===== src/rtl/fifo_pkg.sv =====
// rtl/fifo_pkg.sv - shared Gray/binary pointer helpers for the async FIFO
package fifo_pkg;

  localparam int FUNC_W = 32;

  function automatic logic [FUNC_W-1:0] bin2gray(input logic [FUNC_W-1:0] b);
    return b ^ (b >> 1);
  endfunction

  // Zero upper bits pass through unchanged, so any width up to FUNC_W works.
  function automatic logic [FUNC_W-1:0] gray2bin(input logic [FUNC_W-1:0] g);
    logic [FUNC_W-1:0] b;
    b = g;
    for (int i = FUNC_W - 2; i >= 0; i--) begin
      b[i] = b[i+1] ^ g[i];
    end
    return b;
  endfunction

endpackage


===== src/rtl/gray2bin_conv.sv =====
// rtl/gray2bin_conv.sv - combinational Gray-to-binary pointer converter
module gray2bin_conv
  import fifo_pkg::*;
#(
  parameter int W = 5
) (
  input  logic [W-1:0] gray,
  output logic [W-1:0] bin
);

  assign bin = W'(gray2bin(FUNC_W'(gray)));

endmodule


===== src/rtl/wr_ptr_handlr.sv =====
// rtl/wr_ptr_handlr.sv - write-side pointer, full/almost-full, occupancy and overflow
module wr_ptr_handlr
  import fifo_pkg::*;
#(
  parameter int ADDR_SIZE    = 4,
  parameter int AFULL_THRESH = (1 << ADDR_SIZE) - 2
) (
  input  logic                 wclk,
  input  logic                 wrst,
  input  logic                 winc,
  input  logic [ADDR_SIZE:0]   wq2_rptr,
  input  logic                 wovf_clr,
  output logic                 wen,
  output logic [ADDR_SIZE-1:0] waddr,
  output logic [ADDR_SIZE:0]   wptr,
  output logic                 wfull,
  output logic                 walmost_full,
  output logic [ADDR_SIZE:0]   wcount,
  output logic                 woverflow
);

  localparam int PW = ADDR_SIZE + 1;
  localparam logic [ADDR_SIZE:0] AFULL_LVL = PW'(AFULL_THRESH);

  logic [ADDR_SIZE:0] wbin;
  logic [ADDR_SIZE:0] wbin_next;
  logic [ADDR_SIZE:0] wgray_next;
  logic [ADDR_SIZE:0] rbin_s;
  logic [ADDR_SIZE:0] wcount_next;
  logic [ADDR_SIZE:0] full_ptr;
  logic               wfull_next;
  logic               walmost_full_next;
  logic               woverflow_next;

  gray2bin_conv #(.W(PW)) u_rptr_conv (
    .gray (wq2_rptr),
    .bin  (rbin_s)
  );

  assign wen   = winc & ~wfull;
  assign waddr = wbin[ADDR_SIZE-1:0];

  assign wbin_next  = wbin + PW'(wen);
  assign wgray_next = PW'(bin2gray(FUNC_W'(wbin_next)));

  // Full when the write pointer is exactly one lap ahead: top two Gray bits inverted.
  assign full_ptr          = {~wq2_rptr[ADDR_SIZE:ADDR_SIZE-1], wq2_rptr[ADDR_SIZE-2:0]};
  assign wfull_next        = (wgray_next == full_ptr);
  assign wcount_next       = wbin_next - rbin_s;
  assign walmost_full_next = (wcount_next >= AFULL_LVL);
  assign woverflow_next    = (winc & wfull) | (woverflow & ~wovf_clr);

  always_ff @(posedge wclk) begin
    if (wrst) begin
      wbin         <= '0;
      wptr         <= '0;
      wfull        <= 1'b0;
      walmost_full <= 1'b0;
      wcount       <= '0;
      woverflow    <= 1'b0;
    end else begin
      wbin         <= wbin_next;
      wptr         <= wgray_next;
      wfull        <= wfull_next;
      walmost_full <= walmost_full_next;
      wcount       <= wcount_next;
      woverflow    <= woverflow_next;
    end
  end

endmodule


===== config.mk =====
export PLATFORM = sky130hd
export DESIGN_NAME = wr_ptr_handlr
export DESIGN_NICKNAME = d
export VERILOG_FILES = /design/src/rtl/fifo_pkg.sv /design/src/rtl/gray2bin_conv.sv /design/src/rtl/wr_ptr_handlr.sv
export SDC_FILE = /design/constraint.sdc
export NUM_CORES = 1
export LEC_CHECK = 0
export ABC_CLOCK_PERIOD_IN_PS = 2420
export CAP_MARGIN = 20
export CORE_MARGIN = 2
export CORE_UTILIZATION = 40
export DETAILED_ROUTE_END_ITERATION = 8
export HOLD_SLACK_MARGIN = 0.05
export PLACE_DENSITY = 0.73
export SLEW_MARGIN = 20
export SYNTH_ARGS = -nofsm -noshare
export SYNTH_HDL_FRONTEND = slang
export SYNTH_SLANG_ARGS = --single-unit

===== constraint.sdc =====
create_clock -name wclk -period 2.42 [get_ports wclk]
set_input_delay 0.484 -clock wclk [delete_from_list [all_inputs] [get_ports wclk]]
set_output_delay 0.484 -clock wclk [all_outputs]
set_load 0.005 [all_outputs]

-- After elaboration in Yosys (flattened, before gate mapping)
Index checks and enable logic that the tools add are counted.
- word-level logic and storage cells: 22
- output and inout bits: 18
- flip-flop bits (word level): 18
- order comparisons: 1
- bitwise gates (word level): 12
- add/sub/neg operators: 2
- eq/ne operators: 1
- operators by type and width (kind ; number):
    $add A5 B1 Y5 ; 1
    $eq A5 B5 Y1 ; 1
    $ge A5 B4 Y1 const B ; 1
    $sub A5 B5 Y5 ; 1
    $xor A5 B4 Y5 ; 1
    $xor A1 B1 Y1 ; 4
    $and A1 B1 Y1 ; 3
    $not A1 Y1 ; 2
    $not A2 Y2 ; 1
    $or A1 B1 Y1 ; 1

-- Logic depth before layout (Yosys ltp)
Gate-level depths: netlist (run 1).
- depth after elaboration: 6
- gate-level depth with buffers: 11
- mapped depth without buffers: 11

-- Modules after synthesis
From an unflattened synthesis (run 1), not the netlist that was laid out.
- cells, all modules: 87
- area total of the unflattened synthesis: 862.1 sq um
- modules (own cells, without submodules) (module ; area each (sq um) ; cells an instance ; instances):
    wr_ptr_handlr ; 789.5 ; 81 ; 1
    gray2bin_conv ; 72.6 ; 6 ; 1

-- Least setup slack after synthesis (run 1)
No wires, ideal clock.
- path type: input to register
- start point: in wq2_rptr[4]
- end point: reg walmost_full
- data arrival time: 2.453 ns
- buffers on the path: 0
- slack: -0.104 ns
- stages on the path: 11
- path through: xnor2_1 > xor2_1 > xor2_1 > xnor2_1 > ha_1 > fa_1 > nor2b_1 > o21ai_0 > a21o_1 > a21oi_1 > o21bai_1
- longest elaborated chain between the ends: 6
- RTL lines (element ; line ; source):
    start, declared ; wr_ptr_handlr.sv:11 ; input logic [ADDR_SIZE:0] wq2_rptr,
    $xor A1 B1 Y1 (4 in series) ; fifo_pkg.sv:15 ; b[i] = b[i+1] ^ g[i];
    $sub A5 B5 Y5 (*) ; wr_ptr_handlr.sv:49 ; assign wcount_next = wbin_next - rbin_s;
    $ge A5 B4 Y1 (*) ; wr_ptr_handlr.sv:50 ; assign walmost_full_next = (wcount_next >= AFULL_LVL);
    end signal, assigned ; wr_ptr_handlr.sv:65 ; walmost_full <= walmost_full_next;
    end, declared ; wr_ptr_handlr.sv:17 ; output logic walmost_full,
Every way passes the cells marked *; elsewhere a longest branch is shown, timed or not.
A chain may end at the register's enable or synchronous reset.

-- Worst setup path after layout (run 1)
Ends and elaborated chain as after synthesis.

==> key figures, run 1 <==
Routing
  • Drt first pass iters: 4
  • Via count: between 800 and 900
  • DR iter-0 viols: 8
  • Antenna Nets Post-Route: 0
  • Avg Vias per Cell: around 4.8
  • WL/cell: around 14 um
  • DRC Markers: 0
  • Final WL: approximately 2400 um

Global route
  • Grt total ovfl: 0
  • Tot GR Track Use: 0.1858
  • Largest net degree at the start of global routing: 10
  • Initial antenna violation count: 0
  • First-pass GRT wire length: 3594 um
  • Vias in the first global route: 870

Place
  • Place WS: -0.6457 ns
  • GPL Wtd Cong: 0.7763
  • Dpl cells: ~160
  • PortBufs: 26
  • Detailed Place HPWL: approximately 1500 um
  • Placed Area: approximately 1300 sq um

Critical path
  • Critical Path Start: wq2_rptr[4]
  • R2R depth: 10
  • Critical path type: input port to flop
  • Worst r2r dst: walmost_full$_SDFF_PP0_
  • CP Capture Type: flop
  • Reg-to-reg startpoint: wfull$_SDFF_PP0_
  • Crit-path most repeated cell: xor2_2
  • Crit Path Max Fanout: 2
  • R2r setup slk: between 0.3 and 0.4 ns
  • Critical path's slowest cell: fa_2
  • Data required time of the worst path: about 2.7 ns
  • CP Launch Type: input port
  • Critical Path End: walmost_full$_SDFF_PP0_
  • Critical Path Max Stage Delay: between 0.3 and 0.4 ns
  • Cell Chain, Critical Path: buf_8 -> xnor2_4 -> xor2_2 -> xor2_2 -> xnor2_1 -> ha_2 -> fa_2 -> nor2b_4 -> o21ai_2 -> a21o_1 -> a21oi_2 -> o21bai_1
  • WP data arrival: 2.50 ns

Timing
  • Final critical-path required period: 2.268 ns
  • Pins Over Slew Limit: 0
  • Slew at the pin closest to its max-slew limit: between 0.4 and 0.5 ns
  • Hold_ws: about 0.48 ns
  • Final clock period utilization by the worst path: 0.9373
  • Clock Skews: approximately 0.0074 ns
  • Final Hold Vio Count: 0
  • Maximum clock rate: 440.9 MHz
  • Slew HR: 0.6976
  • Final setup vio count: 0
  • Setup TNS Final: 0 ns
  • Unrepaired setup endpoints after global routing: yes
  • PnR worst setup slack: 0.1517 ns

Logic synthesis
  • Async S/R FF share, synth: 0
  • Top cell type's share of synthesized area: 0.3948
  • Gate Count Post-Synth: just over 90
  • YS warnings: 0
  • Seq/Total Area, Yosys: 0.3948
  • Mapped Area: roughly 860 sq um
  • Dominant synthesized flop cell: dfxtp_1
  • Syn_area_per_cell: between 9 and 10 sq um
  • Post-synth cell types: 23
  • Syn Nets: between 100 and 150
  • Flops & latches, synth: 17
  • Synth area leaders: dfxtp_1, xnor2_1, ha_1, xor2_1, nor2_1
  • Post-synth EDFFs: 0
  • Leading area contributor after synthesis: dfxtp_1

Clock tree
  • CTS Buffer Depth: 2
  • CTS clk-pin slew, worst paths: approximately 0.11 ns
  • CTS buffer count: 3
  • CTS Root Cell: clkbuf_4
  • CTS tree: built
  • Post-cts hold buffer count: 0
  • Num Clock Sinks: 17
  • Clock latency on the worst-skew pair: 0.31 ns
  • H-Tree Level Count: 1

Layout
  • Core Util, Final: 0.7644
  • Syn-to-layout area delta: 77.50%
  • # diodes: 0
  • Fill cells: 141
  • Share of cells above drive strength 1: 0.3655
  • Most common library cell in the layout ignoring fill and taps: buf_4
  • Nets: 162
  • Final Non-Filler Cells: between 150 and 200
  • Most frequent cells in the layout: buf_4, clkdlybuf4s50_1, dfxtp_1
  • Fin area: between 1500 and 2000 sq um

Die
  • Die Ht: ~50 um
  • CORE AREA: between 2000 and 2500 sq um
  • I/O pin count: 27
  • Initial Util: 0.4306
  • # rows: 16
  • Die Area: roughly 2500 sq um
  • Die width: between 50 and 60 um

Power and ir drop
  • VDD IR-drop max: between 300 and 400 uV
  • Design Power: 0.8718 mW
  • Leak Pwr: 0.6470 nW
  • Power Dens Cells: 569.7 nW/um^2

Flow run
  • Max-cap viol count: 0

Status
  • Outcome: finished, final reports clean

Worst hold path
  • HP Class: input port to flop
==> worst min path at each step <==
stage / start / endpoint / cells past startpoint
after floorplan: woverflow$_SDFF_PP0_ / woverflow$_SDFF_PP0_ / 2
final: winc / woverflow$_SDFF_PP0_ / 3
after global placement: woverflow$_SDFF_PP0_ / woverflow$_SDFF_PP0_ / 2
after CTS: woverflow$_SDFF_PP0_ / woverflow$_SDFF_PP0_ / 2
after detailed placement: woverflow$_SDFF_PP0_ / woverflow$_SDFF_PP0_ / 2
after global routing: winc / woverflow$_SDFF_PP0_ / 3
==> cells in the mapped netlist (all sizes together) (2+ instances only) <==
cell	number
dfxtp	17
nor2	13
xnor2	12
inv	8
xor2	8
a21oi	6
ha	6
nand2	4
a21o	2
nand2b	2
nand3	2
nor2b	2
==> cell families after synthesis <==
group,Yosys count,synth area share
fa+ha+maj,7,0.1103
compound gates,11,0.07547
xor+xnor,20,0.2206
simple gates,27,0.1480
buf+inv,9,0.03918
mux,1,0.01161
flops,17,0.3948
==> per-layer routing <==
metal  global-route usage  share of wire  routed length [um]  vias up
met1               0.2143           0.42                1035      393
li1                     -              -                   -      399
met5                    0              0                   0        -
met3              0.02679          0.037                  91        2
met2               0.3333           0.53                1293       29
met4              0.09009          0.011                  26        0
==> report_power, final <==
group / switching [mW] / internal (mW) / total, mW
clock: 0.0990 / 0.0644 / 0.163
combinational: 0.152 / 0.224 / 0.376
sequential: 0.0181 / 0.314 / 0.332
total: 0.269 / 0.603 / 0.872
==> worst max-delay path: cells and delay by family <==
family | cells | cell delay [ns]
xor+xnor | 4 | 0.71
fa+ha+maj | 2 | 0.56
compound gates | 4 | 0.50
simple gates | 1 | 0.13
buf+inv | 1 | 0.10
==> flip-flops by register name (all words and copies together) (netlist names) <==
| signal | count |
|---|---|
| wcount | 5 |
| wptr | 5 |
| wbin | 4 |
| walmost_full | 1 |
| wfull | 1 |
| woverflow | 1 |
==> area by class of cell <==
class / count / area, sq um / area share
flip-flops and latches: 17 / 340.3 / 0.2224
well taps: 27 / 33.78 / 0.02208
clock buffers: 4 / 26.28 / 0.01717
repair buffers: 50 / 450.4 / 0.2944
multi-input cells: 66 / 649.4 / 0.4244
inverters: 8 / 30.03 / 0.01962
==> timing repair <==
action | CTS | global route
gates resized for setup | 15 | 24
buffers inserted | 3 | 3
pin swaps | 10 | 13
endpoints found under the setup margin | 4 | 3
hold endpoints to repair | 0 | 0
Note: power is estimated with default switching activity, not from simulation.
==> run 2: changes to the inputs <==
Settings changed: ABC_CLOCK_PERIOD_IN_PS 2420 to 2850, CORE_UTILIZATION 40 to 48, HOLD_SLACK_MARGIN 0.05 to unset, PLACE_DENSITY 0.73 to 0.82.
Clock period 2.42 ns to 2.85 ns, I/O delays scaled along.
==> run 2 against run 1 <==
Sequential share of layout area is 3.3 points higher. Worst setup slack gained 0.054 ns. Power fell by 21%.
==> key figures, run 2 (same netlist as run 1, synthesis figures left out) <==
Layout
  • Most common library cell in the layout ignoring fill and taps: clkdlybuf4s50_1
  • Final Non-Filler Cells: 163 (-5.2%)
  • Fill cells: 109 (-23%)
  • Nets: 155 (-4.3%)
  • # diodes: 0 (unchanged)
  • Syn-to-layout area delta: 54.86%
  • Core Util, Final: 0.7817 (+0.01731)
  • Share of cells above drive strength 1: 0.2029 (-0.1626)
  • Most frequent cells in the layout: clkdlybuf4s50_1, buf_4, dfxtp_1
  • Largest registers: wcount x5, wptr x5, wbin x4

Clock tree
  • Post-CTS Setup Bufs: 0 (-3)
  • CTS buffer count: 3 (unchanged)
  • CTS Root Cell: clkbuf_4
  • Clock latency on the worst-skew pair: 0.29 ns (-0.02 ns)
  • H-Tree Level Count: 1 (unchanged)
  • CTS clk-pin slew, worst paths: 0.11 ns (about the same)
  • Num Clock Sinks: 17 (unchanged)
  • CTS tree: built
  • CTS Buffer Depth: 2 (unchanged)

Global route
  • First-pass GRT wire length: 3236 um (-10%)
  • Grt total ovfl: 0 (unchanged)
  • Largest net degree at the start of global routing: 17 (+7)
  • Initial antenna violation count: 0 (unchanged)
  • Vias in the first global route: 761 (-13%)
  • Tot GR Track Use: 0.2220 (+0.03628)

Place
  • Dpl cells: 159 (-1.9%)
  • PortBufs: 26 (unchanged)
  • GPL Wtd Cong: 0.8254 (+6.3%)
  • Detailed Place HPWL: 1463 um (-2.2%)

Timing
  • Final setup vio count: 0 (unchanged)
  • Slew at the pin closest to its max-slew limit: 0.6123 ns (+0.1593 ns)
  • Unrepaired setup endpoints after global routing: no
  • Final clock period utilization by the worst path: 0.9280
  • Slew HR: 0.5905 (-0.1071)
  • Clock Skews: 0.01292 ns (+0.005518 ns)
  • Final critical-path required period: roughly 2.6 ns
  • Maximum clock rate: 378.1 MHz
  • Final Hold Vio Count: 0 (unchanged)
  • Hold_ws: 0.4895 ns (+0.01188 ns)
  • Pins Over Slew Limit: 0 (unchanged)

Routing
  • Via count: 766 (-6.9%)
  • DRC Markers: 0 (unchanged)
  • Antenna Nets Post-Route: 0 (unchanged)
  • Drt first pass iters: 4 (unchanged)
  • Avg Vias per Cell: 4.699 (-1.8%)
  • Final WL: 2001 um (-18%)
  • M1 wire length: 845 um (-18%)
  • WL met2: 1034 um (-20%)
  • Max Used Layer: met4
  • WL/cell: 12.28 um (-14%)
  • Routed wl met3: 99 um (+8.8%)
  • DR iter-0 viols: 19 (+11)

Critical path
  • Reg-to-reg startpoint: wfull$_SDFF_PP0_
  • Critical path type: input port to flop
  • CP Launch Type: input port
  • CP Capture Type: flop
  • Crit Path Max Fanout: 3 (+1)
  • Critical path buffers and inverters: 2 (+1)
  • Cell Chain, Critical Path: clkdlybuf4s50_1 -> nor2b_1 -> ha_1 -> nand2_1 -> xor2_1 -> inv_1 -> ha_1 -> nor2b_1 -> o21ai_1 -> a21o_1 -> a21oi_1 -> o21bai_1
  • Critical Path Start: winc
  • Critical Path Max Stage Delay: 0.48 ns (+0.11 ns)
  • Data required time of the worst path: 3.05 ns (+0.40 ns)
  • Cell family with most CP delay: buffers and inverters
  • Critical path's slowest cell: clkdlybuf4s50_1
  • WP data arrival: 2.84 ns (+0.34 ns)

Die
  • I/O pin count: 27 (unchanged)
  • CORE AREA: 1708 sq um (-15%)
  • Initial Util: 0.5048 (+0.07414)
  • Die width: 46.38 um (-8.0%)
  • # rows: 15 (-1)
  • Die Area: 2151 sq um (-15%)
  • Die Ht: 46.38 um (-8.0%)

Power and ir drop
  • VDD IR-drop max: 279.2 uV (-27%)
  • Leak Pwr: 0.5973 nW (-7.7%)
  • Power Dens Cells: 513.7 nW/um^2 (-9.8%)
  • Design Power: 0.6858 mW (-21%)

Worst hold path
  • HP Class: flop to flop
  • Worst Hold Launch: woverflow$_SDFF_PP0_

Status
  • Outcome: finished, final reports clean

Flow run
  • Max-cap viol count: 0 (unchanged)
run 2: cell types whose count changed in the layout (fill, tap and decap cells not counted), moves of 3 or more:
cell | previous run | this run
clkdlybuf4s50_1 | 21 | 24
ha_4 | 4 | 0
buf_4 | 24 | 17
ha_1 | 1 | 6
run 2: report_power, final:
group / leakage [nW] / switching [mW] / total, mW / internal, mW
Combinational: 0.440 / 0.112 / 0.278 / 0.166
Clock: 0.0177 / 0.0792 / 0.131 / 0.0521
Sequential: 0.139 / 0.0101 / 0.277 / 0.266
Total: 0.597 / 0.201 / 0.686 / 0.485
run 2: worst paths after layout:
check                           cells after the start                      end  slack, ns
worst min-delay path                                2     woverflow$_SDFF_PP0_       0.49
worst max-delay path                               12  walmost_full$_SDFF_PP0_       0.21
worst max register to register                     11  walmost_full$_SDFF_PP0_       0.66
worst min register to register                      2     woverflow$_SDFF_PP0_       0.49
run 2: cell type report:
type | count | area (sq um) | share of cell area
Sequential cell | 17 | 340.3 | 0.2549
Timing Repair Buffer | 43 | 392.9 | 0.2943
Tap cell | 25 | 31.28 | 0.02343
Multi-Input combinational cell | 66 | 513.0 | 0.3843
Inverter | 8 | 30.03 | 0.02249
Clock inverter | 1 | 5.005 | 0.003749
Clock buffer | 3 | 22.52 | 0.01687
run 2: metal layers:
| layer | track usage | vias up |
|---|---|---|
| met2 | 0.4028 | 23 |
| met5 | 0 | - |
| met4 | 0.07429 | 0 |
| li1 | - | 385 |
| met3 | 0.06275 | 2 |
| met1 | 0.2440 | 356 |
run 2: repair_timing:
| action | 4_1_cts | 5_1_grt |
|---|---|---|
| pin swaps | 2 | 3 |
| hold buffers | 0 | 0 |
| gates resized for setup | 2 | 5 |
| endpoints found under the setup margin | 1 | 2 |
run 2: metrics by stage:
stage          TNS [ns]  setup WS, ns  instance area (sq um)
2_1_floorplan         0        0.2403                  862.1
5_1_grt               0       0.01798                   1335
4_1_cts               0       0.04519                   1315
3_3_place_gp    -0.5016       -0.2445                   1277
3_5_place_dp    -0.7737       -0.3312                   1277
6_report              0        0.2052                   1335
run 2: worst reg2reg max path, cell delays in order (launching register included):
cell	delay, ns
dfxtp_1	0.33
nor2b_1	0.19
ha_1	0.21
nand2_1	0.08
xor2_1	0.22
inv_1	0.10
ha_1	0.31
nor2b_1	0.14
o21ai_1	0.14
a21o_1	0.13
a21oi_1	0.06
o21bai_1	0.18
